--- config.mk ---
export PLATFORM = sky130hd
export DESIGN_NAME = lap_stopwatch
export DESIGN_NICKNAME = d
export VERILOG_FILES = /design/src/rtl/lap_stopwatch.sv
export SDC_FILE = /design/constraint.sdc
export NUM_CORES = 1
export LEC_CHECK = 0
export BUFFER_PORTS_ARGS = -buffer_cell sky130_fd_sc_hd__buf_2
export CAP_MARGIN = 20
export CORE_UTILIZATION = 45
export CTS_CLUSTER_DIAMETER = 60
export DETAILED_ROUTE_END_ITERATION = 8
export PLACE_DENSITY = 0.66
export SLEW_MARGIN = 40
export SYNTH_ARGS = -nofsm -noshare
export SYNTH_HDL_FRONTEND = slang
export SYNTH_SLANG_ARGS = --single-unit
--- constraint.sdc ---
create_clock -name clk -period 2.3 [get_ports clk]
set_input_delay 0.46 -clock clk [delete_from_list [all_inputs] [get_ports clk]]
set_output_delay 0.46 -clock clk [all_outputs]
set_load 0.1 [all_outputs]
--- src/rtl/lap_stopwatch.sv ---
// lap_stopwatch: prescaled up/down stopwatch with one-shot/wrap modes and a show-ahead lap-capture FIFO.
module lap_stopwatch #(
   parameter int DATA_WIDTH = 16,
   parameter int MAX = 99,
   parameter int PRESCALE = 1,
   parameter int LAP_DEPTH = 4
) (
   input  logic                  clk,
   input  logic                  reset,
   input  logic                  start,
   input  logic                  stop,
   input  logic                  clear,
   input  logic                  load,
   input  logic [DATA_WIDTH-1:0] load_val,
   input  logic                  dir,
   input  logic                  one_shot,
   input  logic                  lap,
   input  logic                  lap_rd,
   output logic [DATA_WIDTH-1:0] count,
   output logic                  running,
   output logic                  wrap,
   output logic [DATA_WIDTH-1:0] lap_data,
   output logic                  lap_valid,
   output logic                  lap_full,
   output logic                  lap_ovf
);
   localparam int AW = $clog2(LAP_DEPTH);
   localparam int PW = PRESCALE > 1 ? $clog2(PRESCALE) : 1;
   localparam logic [DATA_WIDTH-1:0] MAXV = DATA_WIDTH'(MAX);
   localparam logic [PW-1:0] PLAST = PW'(PRESCALE - 1);
   logic [PW-1:0] presc;
   logic [AW:0] wp, rp;
   logic [DATA_WIDTH-1:0] mem [LAP_DEPTH];
   logic active, tick, term, empty, do_pop, do_push;
   logic [DATA_WIDTH-1:0] next_step;
   always_comb begin
      active = start | running;
      tick = presc == PLAST;
      term = dir ? count == '0 : count >= MAXV;
      next_step = term ? (one_shot ? (dir ? '0 : MAXV) : (dir ? MAXV : '0))
                : dir ? (count > MAXV ? MAXV : count - DATA_WIDTH'(1))
                : count + DATA_WIDTH'(1);
      empty = wp == rp;
      lap_full = wp == {~rp[AW], rp[AW-1:0]};
      lap_valid = ~empty;
      lap_data = empty ? '0 : mem[rp[AW-1:0]];
      do_pop = lap_rd & ~empty & ~clear;
      do_push = lap & ~clear & (~lap_full | do_pop);
   end
   always_ff @(posedge clk or posedge reset) begin
      if (reset) begin
         count <= '0;
         running <= 1'b0;
         wrap <= 1'b0;
         presc <= '0;
         wp <= '0;
         rp <= '0;
         lap_ovf <= 1'b0;
      end else begin
         wrap <= 1'b0;
         if (clear) begin
            count <= '0;
            running <= 1'b0;
            presc <= '0;
            wp <= '0;
            rp <= '0;
            lap_ovf <= 1'b0;
         end else begin
            if (stop) begin
               running <= 1'b0;
               presc <= '0;
            end else if (load) begin
               count <= load_val > MAXV ? MAXV : load_val;
               presc <= '0;
            end else if (active) begin
               running <= ~(tick & term & one_shot);
               presc <= tick ? '0 : presc + PW'(1);
               if (tick) begin
                  wrap <= term;
                  count <= next_step;
               end
            end
            if (do_pop) rp <= rp + (AW+1)'(1);
            if (do_push) wp <= wp + (AW+1)'(1);
            // a lap is only lost when full and the head is not leaving this cycle
            if (lap & lap_full & ~do_pop) lap_ovf <= 1'b1;
         end
      end
   end
   always_ff @(posedge clk) begin
      if (do_push) mem[wp[AW-1:0]] <= count;
   end
endmodule

==> flow_summary.html, run 1 <==
<table>
<tr><th>Metric</th><th>Value</th></tr>
<tr><th colspan="2">Finish</th></tr>
<tr><td>Synthesis-to-finish area growth</td><td>29.8%</td></tr>
<tr><td>Total number of nets in the final design</td><td>396</td></tr>
<tr><td>Count of inserted antenna diode cells</td><td>0</td></tr>
<tr><td>Non-Filler Cell Area, Final</td><td>5240 um^2</td></tr>
<tr><td>Share of post-route cells with drive strength above 1</td><td>43.8%</td></tr>
<tr><td>Post-route core utilization</td><td>60.1%</td></tr>
<tr><th colspan="2">Die</th></tr>
<tr><td>Effective utilization at floorplan</td><td>46.3%</td></tr>
<tr><td>Core Area</td><td>8720 um^2</td></tr>
<tr><td>Standard-cell rows</td><td>34</td></tr>
<tr><td>Die Width</td><td>96.7 um</td></tr>
<tr><td>Die outline area</td><td>9360 um^2</td></tr>
<tr><td>I/O pins</td><td>63</td></tr>
<tr><td>Die extent in y</td><td>96.7 um</td></tr>
<tr><th colspan="2">Clocking</th></tr>
<tr><td>Clock H-tree levels</td><td>3</td></tr>
<tr><td>Clock root cell</td><td>sky130_fd_sc_hd__clkbuf_8</td></tr>
<tr><td>Later-pin clock latency in the skew report</td><td>0.35 ns</td></tr>
<tr><td>Number of clock buffers inserted by TritonCTS</td><td>9</td></tr>
<tr><td>Maximum number of buffers from clock root to sink</td><td>2</td></tr>
<tr><td>Clock-pin slew on the worst setup and hold paths</td><td>0.10 ns</td></tr>
<tr><td>Number of sinks handled by clock tree synthesis</td><td>89</td></tr>
<tr><td>CTS tree</td><td>built</td></tr>
<tr><th colspan="2">Yosys</th></tr>
<tr><td>Yosys warns</td><td>0</td></tr>
<tr><td>Cells after synthesis</td><td>278</td></tr>
<tr><td>Synthesized cell area</td><td>4040 um^2</td></tr>
<tr><td>FF+latch count, synth</td><td>89</td></tr>
<tr><td>Main synth FF type</td><td>sky130_fd_sc_hd__edfxtp_1</td></tr>
<tr><td>Part of the Yosys area used for sequential elements</td><td>63.1%</td></tr>
<tr><td>Syn avg cell area</td><td>14.5 um^2</td></tr>
<tr><td>Post-synth ARST share</td><td>28.1%</td></tr>
<tr><td>Post-synth EDFFs</td><td>64</td></tr>
<tr><td>Count of unique library cells instantiated by Yosys</td><td>52</td></tr>
<tr><td>Net count after synthesis</td><td>311</td></tr>
<tr><th colspan="2">STA</th></tr>
<tr><td>Final setup violating endpoints</td><td>1</td></tr>
<tr><td>Worst hold slack</td><td>0.153 ns</td></tr>
<tr><td>Final Cycle Share</td><td>100%</td></tr>
<tr><td>Tmin final</td><td>2.31 ns</td></tr>
<tr><td>Final Hold Vio Count</td><td>0</td></tr>
<tr><td>Unrepaired setup endpoints after global routing</td><td>yes</td></tr>
<tr><td>Final count of pins violating max slew</td><td>0</td></tr>
<tr><td>Skew final</td><td>0.0134 ns</td></tr>
<tr><td>Fin worst setup slack</td><td>-0.00767 ns</td></tr>
<tr><td>Achievable clock frequency</td><td>433 MHz</td></tr>
<tr><td>Fin Setup TNS</td><td>-0.00767 ns</td></tr>
<tr><td>Transition time of the tightest slew-check pin</td><td>0.521 ns</td></tr>
<tr><td>Max-slew headroom</td><td>65.2%</td></tr>
<tr><th colspan="2">Route</th></tr>
<tr><td>DRT antenna net count</td><td>0</td></tr>
<tr><td>Sum of routed wire length over all layers</td><td>8530 um</td></tr>
<tr><td>Ratio of routed vias to standard cells</td><td>5.58</td></tr>
<tr><td>DR DRC count</td><td>0</td></tr>
<tr><td>Average wire per cell in the routed design</td><td>17.9 um</td></tr>
<tr><td>Total iterations of the first detailed-routing run</td><td>4</td></tr>
<tr><td>Via total after detailed routing</td><td>2,654</td></tr>
<tr><td>DRC violation total after the first TritonRoute iteration</td><td>168</td></tr>
<tr><th colspan="2">GRT</th></tr>
<tr><td>Initial antenna violation count</td><td>0</td></tr>
<tr><td>Global-route wire length before repair</td><td>13,600 um</td></tr>
<tr><td>GR Overflow Total</td><td>0</td></tr>
<tr><td>Largest net degree at the start of global routing</td><td>26</td></tr>
<tr><td>Number of global-route vias before repair</td><td>2,610</td></tr>
<tr><td>Total global-route track usage</td><td>18.9%</td></tr>
<tr><th colspan="2">Placement</th></tr>
<tr><td>Placement-stage worst setup slack</td><td>0.199 ns</td></tr>
<tr><td>HPWL after DPL</td><td>5770 um</td></tr>
<tr><td>Number of input and output port buffers inserted</td><td>62</td></tr>
<tr><td>Placer Congestion</td><td>0.786</td></tr>
<tr><td>Placed cell area</td><td>4820 um^2</td></tr>
<tr><th colspan="2">Worst setup path</th></tr>
<tr><td>Endpoint required time on the critical path</td><td>1.84 ns</td></tr>
<tr><td>Critical R2R Launch</td><td>rp[0]$_DFFE_PP0P_</td></tr>
<tr><td>Worst setup path category</td><td>flop to output pin</td></tr>
<tr><td>Critical Path AT</td><td>1.85 ns</td></tr>
<tr><td>Worst Setup SP</td><td>rp[0]$_DFFE_PP0P_</td></tr>
<tr><td>Type of element capturing the critical path</td><td>output pin</td></tr>
<tr><td>Crit path launch type</td><td>flop</td></tr>
<tr><td>CP Max Fanout</td><td>8</td></tr>
<tr><th colspan="2">Outcome</th></tr>
<tr><td>Violations in the final reports</td><td>setup timing</td></tr>
<tr><td>Run status</td><td>complete, but fails checks</td></tr>
<tr><th colspan="2">Power and ir drop</th></tr>
<tr><td>Leakage power</td><td>2.10 nW</td></tr>
<tr><td>PD cells</td><td>972 nW/um^2</td></tr>
<tr><td>Max VDD drop</td><td>386 uV</td></tr>
<tr><th colspan="2">Run</th></tr>
<tr><td>Max-cap violations</td><td>0</td></tr>
<tr><th colspan="2">Hold path</th></tr>
<tr><td>Classification of the worst-slack hold path</td><td>input pin to async pin</td></tr>
</table>
[path summary, 6_finish.rpt]
kind                            depth (start not counted)                   end  slack [ns]
worst max register to register                          7  mem[1][11]$_DFFE_PP_        0.23
max in group asynchronous                               3     rp[0]$_DFFE_PP0P_        1.86
worst max-delay path                                    5           lap_data[2]      -0.008
min in group clk                                        2   running$_DFFE_PP0P_        0.37
worst min-delay path                                    3  count[9]$_DFFE_PP0P_        0.15
worst min register to register                          2   lap_ovf$_DFFE_PP0P_        0.50
[layout make-up]
class	instances	area, um^2
Fill cell	689	3480
Sequential cell	89	2560
Multi-Input combinational cell	169	1470
Tap cell	108	135
Clock buffer	9	124
Inverter	7	26.3
Clock inverter	7	106
Timing Repair Buffer	87	825
[cells in the final DEF (no fill, tap or decap), types with 3 or more instances in the layout]
master	synthesis	layout
sky130_fd_sc_hd__nand4_1	4	4
sky130_fd_sc_hd__buf_12	0	20
sky130_fd_sc_hd__buf_4	2	19
sky130_fd_sc_hd__dfrtp_1	25	18
sky130_fd_sc_hd__a31oi_1	4	4
sky130_fd_sc_hd__o21ai_1	4	4
sky130_fd_sc_hd__nand3_1	8	7
sky130_fd_sc_hd__inv_1	7	7
sky130_fd_sc_hd__ha_1	7	7
sky130_fd_sc_hd__nor2_1	15	14
sky130_fd_sc_hd__o21ai_0	3	3
sky130_fd_sc_hd__xnor2_1	5	3
sky130_fd_sc_hd__dfrtp_2	0	7
sky130_fd_sc_hd__nor4_1	6	6
sky130_fd_sc_hd__a21o_1	6	6
sky130_fd_sc_hd__xor2_1	4	4
sky130_fd_sc_hd__and2_4	0	15
sky130_fd_sc_hd__clkbuf_8	1	9
sky130_fd_sc_hd__nand2_1	13	13
sky130_fd_sc_hd__a21oi_1	7	7
sky130_fd_sc_hd__buf_2	4	44
sky130_fd_sc_hd__mux4_2	16	16
sky130_fd_sc_hd__edfxtp_1	64	64
sky130_fd_sc_hd__and2_1	23	4
sky130_fd_sc_hd__nor2b_1	3	3
sky130_fd_sc_hd__and2_2	1	5
sky130_fd_sc_hd__nor3_1	3	3
sky130_fd_sc_hd__inv_6	0	4
sky130_fd_sc_hd__buf_6	0	3
[flip-flops by register name, indices dropped and copies added (netlist names)]
| name | cells |
|---|---|
| count | 16 |
| wrap | 1 |
| wp | 3 |
| running | 1 |
| mem | 64 |
| rp | 3 |
| lap_ovf | 1 |
[kinds of logic (layout without fill, tap and decap cells)]
family                   count (synthesis)  count (layout)  synth area share, %
multiplexers                            18              18                 9.42
flip-flops                              89              89                 63.1
adder cells (fa/ha/maj)                  7               7                 2.17
AO/OA/AOI/OAI                           41              41                 7.13
buffers and inverters                   20             110                 2.42
AND/OR/NAND/NOR                         94              94                 13.8
XOR/XNOR                                 9               9                 1.95
[routing by layer]
layer / share of wire (%) / routed length [um] / track usage [%]
met4: 1.6 / 139 / 7.23
met1: 41 / 3530 / 23.6
met2: 52 / 4420 / 32.9
met3: 5.1 / 433 / 3.11
met5: 0 / 0 / 0
[where the power goes]
part           switching (mW)  internal, mW
logic                    1.21         0.842
clock network           0.578         0.635
registers              0.0562          1.78
[through the flow]
stage	std cells	total power, mW
floorplan	278	3.05
global placement	450	3.62
detailed placement	450	3.64
CTS	473	5.07
global route	476	5.25
finish	476	5.10
[worst max-delay path: stages, from the launching register on]
cell,delay (ns)
sky130_fd_sc_hd__dfrtp_2,0.41
sky130_fd_sc_hd__buf_12,0.13
sky130_fd_sc_hd__buf_12,0.13
sky130_fd_sc_hd__mux4_2,0.51
sky130_fd_sc_hd__and2_4,0.16
sky130_fd_sc_hd__buf_12,0.16
[what timing repair did]
item	in CTS	in global routing
gates cloned	1	0
hold buffers	0	0
setup buffers	6	3
setup endpoints to repair	15	48
pin swaps	13	4
gates resized for setup	25	3
[cells in the mapped netlist, types with 2 or more instances]
cell                        n  share of area (%)
sky130_fd_sc_hd__edfxtp_1  64                 48
sky130_fd_sc_hd__dfrtp_1   25                 15
sky130_fd_sc_hd__and2_1    23                3.6
sky130_fd_sc_hd__mux4_2    16                8.9
sky130_fd_sc_hd__nor2_1    15                1.4
sky130_fd_sc_hd__nand2_1   13                1.2
sky130_fd_sc_hd__nand3_1    8               0.99
sky130_fd_sc_hd__a21oi_1    7               0.87
sky130_fd_sc_hd__ha_1       7                2.2
sky130_fd_sc_hd__inv_1      7               0.65
sky130_fd_sc_hd__a21o_1     6                1.1
sky130_fd_sc_hd__clkbuf_1   6               0.56
sky130_fd_sc_hd__nor4_1     6               0.93
sky130_fd_sc_hd__xnor2_1    5                1.1
sky130_fd_sc_hd__a31oi_1    4               0.62
sky130_fd_sc_hd__buf_2      4               0.50
sky130_fd_sc_hd__nand4_1    4               0.62
sky130_fd_sc_hd__o21ai_1    4               0.50
sky130_fd_sc_hd__xor2_1     4               0.87
sky130_fd_sc_hd__nor2b_1    3               0.46
sky130_fd_sc_hd__nor3_1     3               0.37
sky130_fd_sc_hd__o21ai_0    3               0.37
sky130_fd_sc_hd__a22oi_1    2               0.37
sky130_fd_sc_hd__a311oi_1   2               0.43
sky130_fd_sc_hd__buf_4      2               0.37
sky130_fd_sc_hd__mux2i_1    2               0.50
sky130_fd_sc_hd__nand4b_1   2               0.43
sky130_fd_sc_hd__nor4b_1    2               0.43
sky130_fd_sc_hd__o21a_1     2               0.37
sky130_fd_sc_hd__o311ai_0   2               0.43
sky130_fd_sc_hd__or2_2      2               0.31
sky130_fd_sc_hd__or3_1      2               0.31
sky130_fd_sc_hd__or4_1      2               0.37
Note: power is estimated with default switching activity, not from simulation.
==> run 2: changes to the inputs <==
--- a/config.mk
+++ b/config.mk
@@ -7,6 +7,8 @@
 export LEC_CHECK = 0
 export BUFFER_PORTS_ARGS = -buffer_cell sky130_fd_sc_hd__buf_2
 export CAP_MARGIN = 20
+export CORE_ASPECT_RATIO = 2
+export CORE_MARGIN = 3
 export CORE_UTILIZATION = 45
 export CTS_CLUSTER_DIAMETER = 60
 export DETAILED_ROUTE_END_ITERATION = 8
==> flow_summary.html, run 2 (synthesized netlist as in run 1, its figures left out) <==
<table>
<tr><th>Metric</th><th>Value</th></tr>
<tr><th colspan="2">Placement</th></tr>
<tr><td>Number of input and output port buffers inserted</td><td>62 (unchanged)</td></tr>
<tr><td>Number of placed instances with taps included</td><td>444 (-1.3%)</td></tr>
<tr><td>Placer Congestion</td><td>0.971 (+24%)</td></tr>
<tr><td>HPWL after DPL</td><td>6240 um (+8.1%)</td></tr>
<tr><th colspan="2">Clocking</th></tr>
<tr><td>Clock-pin slew on the worst setup and hold paths</td><td>0.06 ns (-0.04 ns)</td></tr>
<tr><td>Later-pin clock latency in the skew report</td><td>0.34 ns (about the same)</td></tr>
<tr><td>Hold_buf cts</td><td>0 (unchanged)</td></tr>
<tr><td>Number of sinks handled by clock tree synthesis</td><td>89 (unchanged)</td></tr>
<tr><td>Number of clock buffers inserted by TritonCTS</td><td>9 (unchanged)</td></tr>
<tr><td>Clock root cell</td><td>sky130_fd_sc_hd__clkbuf_16</td></tr>
<tr><td>Maximum number of buffers from clock root to sink</td><td>2 (unchanged)</td></tr>
<tr><td>CTS tree</td><td>built</td></tr>
<tr><td>Clock H-tree levels</td><td>3 (unchanged)</td></tr>
<tr><th colspan="2">STA</th></tr>
<tr><td>Final Cycle Share</td><td>100% (-0.21 points)</td></tr>
<tr><td>Transition time of the tightest slew-check pin</td><td>0.615 ns (+0.0948 ns)</td></tr>
<tr><td>Fin worst setup slack</td><td>-0.00276 ns (+0.00491 ns)</td></tr>
<tr><td>Final count of pins violating max slew</td><td>0 (unchanged)</td></tr>
<tr><td>Max-slew headroom</td><td>58.6% (-6.6 points)</td></tr>
<tr><td>Skew final</td><td>0.00953 ns (-0.00388 ns)</td></tr>
<tr><td>Unrepaired setup endpoints after global routing</td><td>yes</td></tr>
<tr><td>Final setup violating endpoints</td><td>2 (+1)</td></tr>
<tr><td>Tmin final</td><td>2.30 ns (-0.00491 ns)</td></tr>
<tr><td>Final Hold Vio Count</td><td>0 (unchanged)</td></tr>
<tr><td>Achievable clock frequency</td><td>434 MHz (+0.21%)</td></tr>
<tr><th colspan="2">Worst setup path</th></tr>
<tr><td>Count of buffering cells on the critical path with inverters included</td><td>2 (-1)</td></tr>
<tr><td>Crit path launch type</td><td>flop</td></tr>
<tr><td>Type of element capturing the critical path</td><td>output pin</td></tr>
<tr><td>Cell family contributing the most delay on the critical path</td><td>multiplexers</td></tr>
<tr><td>Slowest library cell on the worst path</td><td>sky130_fd_sc_hd__mux4_2</td></tr>
<tr><td>Critical Path AT</td><td>1.84 ns (about the same)</td></tr>
<tr><td>Worst setup path category</td><td>flop to output pin</td></tr>
<tr><td>Largest stage delay on the critical path</td><td>0.48 ns (-0.03 ns)</td></tr>
<tr><td>CP Max Fanout</td><td>5 (-3)</td></tr>
<tr><td>Endpoint required time on the critical path</td><td>1.84 ns (about the same)</td></tr>
<tr><td>Cell chain of the critical path</td><td>clkbuf_16 &gt; mux4_2 &gt; and2_1 &gt; buf_12</td></tr>
<tr><th colspan="2">Run</th></tr>
<tr><td>Max-cap violations</td><td>0 (unchanged)</td></tr>
<tr><th colspan="2">Hold path</th></tr>
<tr><td>Classification of the worst-slack hold path</td><td>input pin to async pin</td></tr>
<tr><th colspan="2">Finish</th></tr>
<tr><td>Most common cell after layout, fill and taps aside</td><td>sky130_fd_sc_hd__edfxtp_1</td></tr>
<tr><td>Most frequent cells in the layout</td><td>64 x sky130_fd_sc_hd__edfxtp_1, 44 x sky130_fd_sc_hd__buf_2, 19 x sky130_fd_sc_hd__buf_12, 18 x sky130_fd_sc_hd__dfrtp_1</td></tr>
<tr><td>Total number of nets in the final design</td><td>392 (-1.0%)</td></tr>
<tr><td>Final cell count without fillers</td><td>464 (-2.5%)</td></tr>
<tr><td>Count of inserted antenna diode cells</td><td>0 (unchanged)</td></tr>
<tr><td>Synthesis-to-finish area growth</td><td>29.7%</td></tr>
<tr><td>Share of post-route cells with drive strength above 1</td><td>41.2% (-2.5 points)</td></tr>
<tr><td>Flip-flop count of the largest register after layout</td><td>64 (unchanged)</td></tr>
<tr><td>Filler Cell Count</td><td>642 (-6.8%)</td></tr>
<tr><th colspan="2">Die</th></tr>
<tr><td>Core Area</td><td>8710 um^2 (-0.14%)</td></tr>
<tr><td>I/O pins</td><td>63 (unchanged)</td></tr>
<tr><td>Die Width</td><td>73.0 um (-25%)</td></tr>
<tr><td>Standard-cell rows</td><td>48 (+41%)</td></tr>
<tr><td>Die extent in y</td><td>140 um (+45%)</td></tr>
<tr><td>Die outline area</td><td>10,200 um^2 (+9.2%)</td></tr>
<tr><td>Effective utilization at floorplan</td><td>46.4% (+0.067 points)</td></tr>
<tr><th colspan="2">Outcome</th></tr>
<tr><td>Run status</td><td>complete, but fails checks</td></tr>
<tr><td>Violations in the final reports</td><td>setup timing</td></tr>
<tr><th colspan="2">Power and ir drop</th></tr>
<tr><td>Leakage power</td><td>2.09 nW (about the same)</td></tr>
<tr><td>PD cells</td><td>991 nW/um^2 (+1.9%)</td></tr>
<tr><td>Switching pwr</td><td>1.78 mW (-3.5%)</td></tr>
<tr><td>Power share of the combinational group</td><td>36.5% (-3.8 points)</td></tr>
<tr><td>Clock power frac</td><td>28.0% (+4.2 points)</td></tr>
<tr><td>Total power consumption of the routed design</td><td>5.19 mW (+1.8%)</td></tr>
<tr><td>Max VDD drop</td><td>590 uV (+53%)</td></tr>
<tr><td>Sequential cell fraction of total power</td><td>35.5% (-0.4 points)</td></tr>
<tr><td>Switching Fraction</td><td>34.3% (-1.9 points)</td></tr>
<tr><td>Internal power</td><td>3.41 mW (+4.8%)</td></tr>
<tr><th colspan="2">GRT</th></tr>
<tr><td>Number of global-route vias before repair</td><td>2,723 (+4.3%)</td></tr>
<tr><td>Global-route wire length before repair</td><td>13,700 um (+0.81%)</td></tr>
<tr><td>Largest net degree at the start of global routing</td><td>26 (unchanged)</td></tr>
<tr><td>Initial antenna violation count</td><td>0 (unchanged)</td></tr>
<tr><td>Total global-route track usage</td><td>18.2% (-0.62 points)</td></tr>
<tr><td>GR Overflow Total</td><td>0 (unchanged)</td></tr>
<tr><th colspan="2">Route</th></tr>
<tr><td>Highest layer used for signal routing</td><td>met4</td></tr>
<tr><td>Routed length on met1</td><td>3110 um (-12%)</td></tr>
<tr><td>Via total after detailed routing</td><td>2,634 (-0.75%)</td></tr>
<tr><td>Wire length on met3</td><td>392 um (-9.5%)</td></tr>
<tr><td>DRC violation total after the first TritonRoute iteration</td><td>217 (+29%)</td></tr>
<tr><td>Average wire per cell in the routed design</td><td>19.1 um (+6.9%)</td></tr>
<tr><td>Met2 wirelength from detailed routing</td><td>5040 um (+14%)</td></tr>
<tr><td>Ratio of routed vias to standard cells</td><td>5.68 (+1.8%)</td></tr>
<tr><td>Sum of routed wire length over all layers</td><td>8890 um (+4.2%)</td></tr>
<tr><td>Total iterations of the first detailed-routing run</td><td>4 (unchanged)</td></tr>
<tr><td>DRT antenna net count</td><td>0 (unchanged)</td></tr>
<tr><td>DR DRC count</td><td>0 (unchanged)</td></tr>
</table>
## run 2: cell type report
cell class / count / area [um^2] / share of cell area (%)
Clock buffer: 13 / 260 / 4.97
Clock inverter: 3 / 40.0 / 0.765
Inverter: 7 / 26.3 / 0.502
Multi-Input combinational cell: 169 / 1440 / 27.5
Sequential cell: 89 / 2560 / 48.8
Tap cell: 100 / 125 / 2.39
Timing Repair Buffer: 83 / 787 / 15.0
## run 2: final timing paths
check | start | endpoint | slack (ns) | cells after the start
worst max-delay path | rp[0]$_DFFE_PP0P_ | lap_data[2] | -0.003 | 4
worst min-delay path | reset | rp[0]$_DFFE_PP0P_ | 0.18 | 3
worst max register to register | rp[0]$_DFFE_PP0P_ | mem[2][14]$_DFFE_PP_ | 0.14 | 7
worst min register to register | lap_ovf$_DFFE_PP0P_ | lap_ovf$_DFFE_PP0P_ | 0.49 | 2
max in group asynchronous | reset | count[10]$_DFFE_PP0P_ | 1.84 | 3
min in group clk | load_val[3] | count[3]$_DFFE_PP0P_ | 0.38 | 2
## run 2: worst register-to-register path, cell delays in order, from the launching register on
cell	delay, ns
sky130_fd_sc_hd__dfrtp_2	0.48
sky130_fd_sc_hd__buf_4	0.17
sky130_fd_sc_hd__xnor2_2	0.13
sky130_fd_sc_hd__nand2_1	0.12
sky130_fd_sc_hd__o31ai_1	0.10
sky130_fd_sc_hd__nor2_1	0.16
sky130_fd_sc_hd__and2_1	0.49
sky130_fd_sc_hd__buf_6	0.22
## run 2: per-layer routing
layer | up-vias | track usage, %
met4 | 0 | 11.1
met2 | 82 | 32.5
met5 | - | 0
met3 | 18 | 3.16
met1 | 1300 | 19.0
li1 | 1234 | -
## run 2: through the flow
stage	cell area (um^2)	hold WS, ns	TNS [ns]	util, %	setup slack, ns
2_1_floorplan	4060	0.487	-0.458	-	-0.0573
3_3_place_gp	4820	0.477	0	55.4	0.185
3_5_place_dp	4820	0.489	0	55.4	0.152
4_1_cts	5160	0.177	0	59.3	0.0000856
5_1_grt	5240	0.213	-0.275	60.1	-0.0342
6_report	5240	0.178	-0.00363	60.1	-0.00276
## run 2: power groups by stage
stage | registers, mW | clock network [mW] | logic (mW)
after detailed placement | 1.86 | 0 | 1.79
after global routing | 1.85 | 1.53 | 1.97
after CTS | 1.83 | 1.47 | 1.85
after floorplan | 1.94 | 0 | 1.11
after global placement | 1.86 | 0 | 1.78
final | 1.84 | 1.45 | 1.89
## run 2: what timing repair did
item | in CTS | in global routing
pin swaps | 0 | 3
endpoints found under the hold margin | 0 | 0
buffers inserted | 1 | 1
resized for setup | 12 | 9
endpoints found under the setup margin | 16 | 17
gates cloned | 0 | 1
==> run 3: changes to the inputs <==
--- a/config.mk
+++ b/config.mk
@@ -5,7 +5,7 @@
 export SDC_FILE = /design/constraint.sdc
 export NUM_CORES = 1
 export LEC_CHECK = 0
-export BUFFER_PORTS_ARGS = -buffer_cell sky130_fd_sc_hd__buf_2
+export BUFFER_PORTS_ARGS = -buffer_cell sky130_fd_sc_hd__buf_4
 export CAP_MARGIN = 20
 export CORE_ASPECT_RATIO = 2
 export CORE_MARGIN = 3
@@ -13,6 +13,7 @@
 export CTS_CLUSTER_DIAMETER = 60
 export DETAILED_ROUTE_END_ITERATION = 8
 export PLACE_DENSITY = 0.66
+export REMOVE_ABC_BUFFERS = 1
 export SLEW_MARGIN = 40
 export SYNTH_ARGS = -nofsm -noshare
 export SYNTH_HDL_FRONTEND = slang
==> flow_summary.html, run 3 (synthesized netlist as in run 1, its figures left out) <==
<table>
<tr><th>Metric</th><th>Value</th></tr>
<tr><th colspan="2">Outcome</th></tr>
<tr><td>Run status</td><td>complete, but fails checks</td></tr>
<tr><td>Violations in the final reports</td><td>setup timing</td></tr>
<tr><th colspan="2">STA</th></tr>
<tr><td>Final setup violating endpoints</td><td>7 (+5)</td></tr>
<tr><td>Fin worst setup slack</td><td>-0.00556 ns (-0.00279 ns)</td></tr>
<tr><td>Final Hold Vio Count</td><td>0 (unchanged)</td></tr>
<tr><td>Final count of pins violating max slew</td><td>0 (unchanged)</td></tr>
<tr><td>Max-slew headroom</td><td>48.2% (-10 points)</td></tr>
<tr><td>Transition time of the tightest slew-check pin</td><td>0.777 ns (+0.161 ns)</td></tr>
<tr><td>Skew final</td><td>0.00678 ns (-0.00275 ns)</td></tr>
<tr><td>Unrepaired setup endpoints after global routing</td><td>yes</td></tr>
<tr><td>Achievable clock frequency</td><td>434 MHz (-0.12%)</td></tr>
<tr><td>Final Cycle Share</td><td>100% (+0.12 points)</td></tr>
<tr><td>Tmin final</td><td>2.31 ns (+0.00279 ns)</td></tr>
<tr><th colspan="2">GRT</th></tr>
<tr><td>Number of global-route vias before repair</td><td>2,806 (+3.0%)</td></tr>
<tr><td>Routing usage on met1</td><td>19.0% (-0.035 points)</td></tr>
<tr><td>Largest net degree at the start of global routing</td><td>26 (unchanged)</td></tr>
<tr><td>Met3 routing resource usage after global routing</td><td>3.74% (+0.57 points)</td></tr>
<tr><td>Fraction of met2 tracks used by global routing</td><td>34.5% (+2.0 points)</td></tr>
<tr><td>Top Usage Layer GRT</td><td>met2</td></tr>
<tr><td>GR Overflow Total</td><td>0 (unchanged)</td></tr>
<tr><td>Global-route wire length before repair</td><td>14,000 um (+2.6%)</td></tr>
<tr><td>Total global-route track usage</td><td>18.5% (+0.24 points)</td></tr>
<tr><td>Initial antenna violation count</td><td>0 (unchanged)</td></tr>
<tr><th colspan="2">Clocking</th></tr>
<tr><td>Clock H-tree levels</td><td>3 (unchanged)</td></tr>
<tr><td>Later-pin clock latency in the skew report</td><td>0.33 ns (about the same)</td></tr>
<tr><td>Hold_buf cts</td><td>0 (unchanged)</td></tr>
<tr><td>Maximum number of buffers from clock root to sink</td><td>2 (unchanged)</td></tr>
<tr><td>Number of sinks handled by clock tree synthesis</td><td>89 (unchanged)</td></tr>
<tr><td>Clock root cell</td><td>sky130_fd_sc_hd__clkbuf_16</td></tr>
<tr><td>CTS tree</td><td>built</td></tr>
<tr><td>Number of clock buffers inserted by TritonCTS</td><td>9 (unchanged)</td></tr>
<tr><td>Clock-pin slew on the worst setup and hold paths</td><td>0.06 ns (about the same)</td></tr>
<tr><th colspan="2">Finish</th></tr>
<tr><td>Total number of nets in the final design</td><td>399 (+1.8%)</td></tr>
<tr><td>Share of post-route cells with drive strength above 1</td><td>40.2% (-1.0 points)</td></tr>
<tr><td>Most common cell after layout, fill and taps aside</td><td>sky130_fd_sc_hd__buf_4</td></tr>
<tr><td>Most frequent cells in the layout</td><td>67 x sky130_fd_sc_hd__buf_4, 64 x sky130_fd_sc_hd__edfxtp_1, 24 x sky130_fd_sc_hd__dfrtp_1, 16 x sky130_fd_sc_hd__mux4_2, 15 x sky130_fd_sc_hd__nor2_1</td></tr>
<tr><td>Flip-flop count of the largest register after layout</td><td>64 (unchanged)</td></tr>
<tr><td>Count of inserted antenna diode cells</td><td>0 (unchanged)</td></tr>
<tr><td>Synthesis-to-finish area growth</td><td>33.4%</td></tr>
<tr><th colspan="2">Worst setup path</th></tr>
<tr><td>R2R setup slack</td><td>0.17 ns (+0.03 ns)</td></tr>
<tr><td>Crit path launch type</td><td>flop</td></tr>
<tr><td>Critical R2R Launch</td><td>rp[0]$_DFFE_PP0P_</td></tr>
<tr><td>Depth of the worst register-to-register path</td><td>6 (-1)</td></tr>
<tr><td>Endpoint required time on the critical path</td><td>1.84 ns (about the same)</td></tr>
<tr><td>Critical Path AT</td><td>1.85 ns (about the same)</td></tr>
<tr><td>Reg2Reg Capture Point</td><td>mem[1][1]$_DFFE_PP_</td></tr>
<tr><td>CP Max Fanout</td><td>8 (+3)</td></tr>
<tr><td>Type of element capturing the critical path</td><td>output pin</td></tr>
<tr><td>Worst setup path category</td><td>flop to output pin</td></tr>
<tr><th colspan="2">Power and ir drop</th></tr>
<tr><td>Switching Fraction</td><td>33.4% (-0.87 points)</td></tr>
<tr><td>Power share of the combinational group</td><td>36.9% (+0.4 points)</td></tr>
<tr><td>Max VDD drop</td><td>469 uV (-20%)</td></tr>
<tr><td>Leakage power</td><td>2.17 nW (+3.5%)</td></tr>
<tr><td>Switching pwr</td><td>1.79 mW (+0.64%)</td></tr>
<tr><td>Total power consumption of the routed design</td><td>5.36 mW (+3.3%)</td></tr>
<tr><td>PD cells</td><td>995 nW/um^2 (+0.38%)</td></tr>
<tr><td>Clock power frac</td><td>29.0% (+1.0 points)</td></tr>
<tr><td>Internal power</td><td>3.56 mW (+4.6%)</td></tr>
<tr><td>Sequential cell fraction of total power</td><td>34.1% (-1.4 points)</td></tr>
<tr><th colspan="2">Route</th></tr>
<tr><td>Ratio of routed vias to standard cells</td><td>5.61 (-1.1%)</td></tr>
<tr><td>Via total after detailed routing</td><td>2,644 (+0.38%)</td></tr>
<tr><td>DRT antenna net count</td><td>0 (unchanged)</td></tr>
<tr><td>Sum of routed wire length over all layers</td><td>8630 um (-2.8%)</td></tr>
<tr><td>Average wire per cell in the routed design</td><td>18.3 um (-4.3%)</td></tr>
<tr><td>DR DRC count</td><td>0 (unchanged)</td></tr>
<tr><td>Total iterations of the first detailed-routing run</td><td>4 (unchanged)</td></tr>
<tr><td>DRC violation total after the first TritonRoute iteration</td><td>218 (+0.46%)</td></tr>
<tr><th colspan="2">Run</th></tr>
<tr><td>Max-cap violations</td><td>0 (unchanged)</td></tr>
<tr><th colspan="2">Placement</th></tr>
<tr><td>HPWL after DPL</td><td>6010 um (-3.7%)</td></tr>
<tr><td>Number of input and output port buffers inserted</td><td>62 (unchanged)</td></tr>
<tr><td>Placer Congestion</td><td>0.843 (-13%)</td></tr>
<tr><td>Placement-stage worst setup slack</td><td>0.230 ns (+0.0783 ns)</td></tr>
<tr><th colspan="2">Die</th></tr>
<tr><td>Effective utilization at floorplan</td><td>46.4% (unchanged)</td></tr>
<tr><td>Die outline area</td><td>10,200 um^2 (unchanged)</td></tr>
<tr><td>Standard-cell rows</td><td>48 (unchanged)</td></tr>
<tr><td>I/O pins</td><td>63 (unchanged)</td></tr>
<tr><td>Core Area</td><td>8710 um^2 (unchanged)</td></tr>
<tr><td>Die Width</td><td>73.0 um (unchanged)</td></tr>
<tr><td>Die extent in y</td><td>140 um (unchanged)</td></tr>
<tr><th colspan="2">Hold path</th></tr>
<tr><td>Classification of the worst-slack hold path</td><td>input pin to async pin</td></tr>
</table>
==> run 3: stage by stage <==
step / cell area, um^2 / hold slack [ns] / TNS, ns / std cells / utilization, %
CTS: 5340 / 0.180 / -0.199 / 471 / 61.3
detailed placement: 4710 / 0.493 / 0 / 446 / 54.1
finish: 5390 / 0.181 / -0.0242 / 471 / 61.8
floorplan: 3970 / 0.487 / -27.64 / 265 / -
global route: 5390 / 0.203 / -0.784 / 471 / 61.8
global placement: 4710 / 0.486 / 0 / 446 / 54.1
==> run 3: power by group through the flow <==
stage	registers (mW)	clock network, mW	logic [mW]
2_1_floorplan	1.99	0	1.01
3_3_place_gp	1.85	0	1.53
3_5_place_dp	1.85	0	1.55
4_1_cts	1.82	1.59	1.95
5_1_grt	1.83	1.65	2.07
6_report	1.83	1.55	1.98
==> run 3: area by class of cell <==
class,instances,area [um^2]
Clock inverter,5,77.6
Timing Repair Buffer,90,917
Clock buffer,11,253
Sequential cell,89,2550
Fill cell,666,3320
Inverter,7,26.3
Multi-Input combinational cell,169,1440
Tap cell,100,125
==> run 3: how the worst max path moves through the flow <==
stage | start | endpoint | slack, ns | cells past startpoint
6_report | rp[0]$_DFFE_PP0P_ | lap_data[2] | -0.006 | 5
5_1_grt | rp[0]$_DFFE_PP0P_ | lap_data[1] | -0.08 | 5
4_1_cts | rp[0]$_DFFE_PP0P_ | lap_data[7] | -0.03 | 5
3_5_place_dp | wp[2]$_DFFE_PP0P_ | mem[3][6]$_DFFE_PP_ | 0.23 | 4
3_3_place_gp | wp[2]$_DFFE_PP0P_ | mem[3][5]$_DFFE_PP_ | 0.26 | 4
2_1_floorplan | rp[0]$_DFFE_PP0P_ | lap_data[0] | -1.15 | 3
==> run 3: repair_timing <==
action | CTS | global route
endpoints found under the setup margin | 16 | 33
setup buffers | 7 | 0
pin swaps | 8 | 4
gates cloned | 2 | 0
gates resized for setup | 46 | 11
==> run 3: worst max-delay path, stage by stage (launching register included) <==
cell,delay [ns]
sky130_fd_sc_hd__dfrtp_2,0.43
sky130_fd_sc_hd__buf_12,0.14
sky130_fd_sc_hd__buf_16,0.13
sky130_fd_sc_hd__mux4_2,0.49
sky130_fd_sc_hd__and2_4,0.16
sky130_fd_sc_hd__buf_12,0.16
==> run 3: routing by layer <==
metal  vias to the layer above  routed length (um)
li1                       1246                   -
met1                      1309                2920
met2                        78                5160
met3                        11                 355
met4                         0                 194
met5                         -                   0
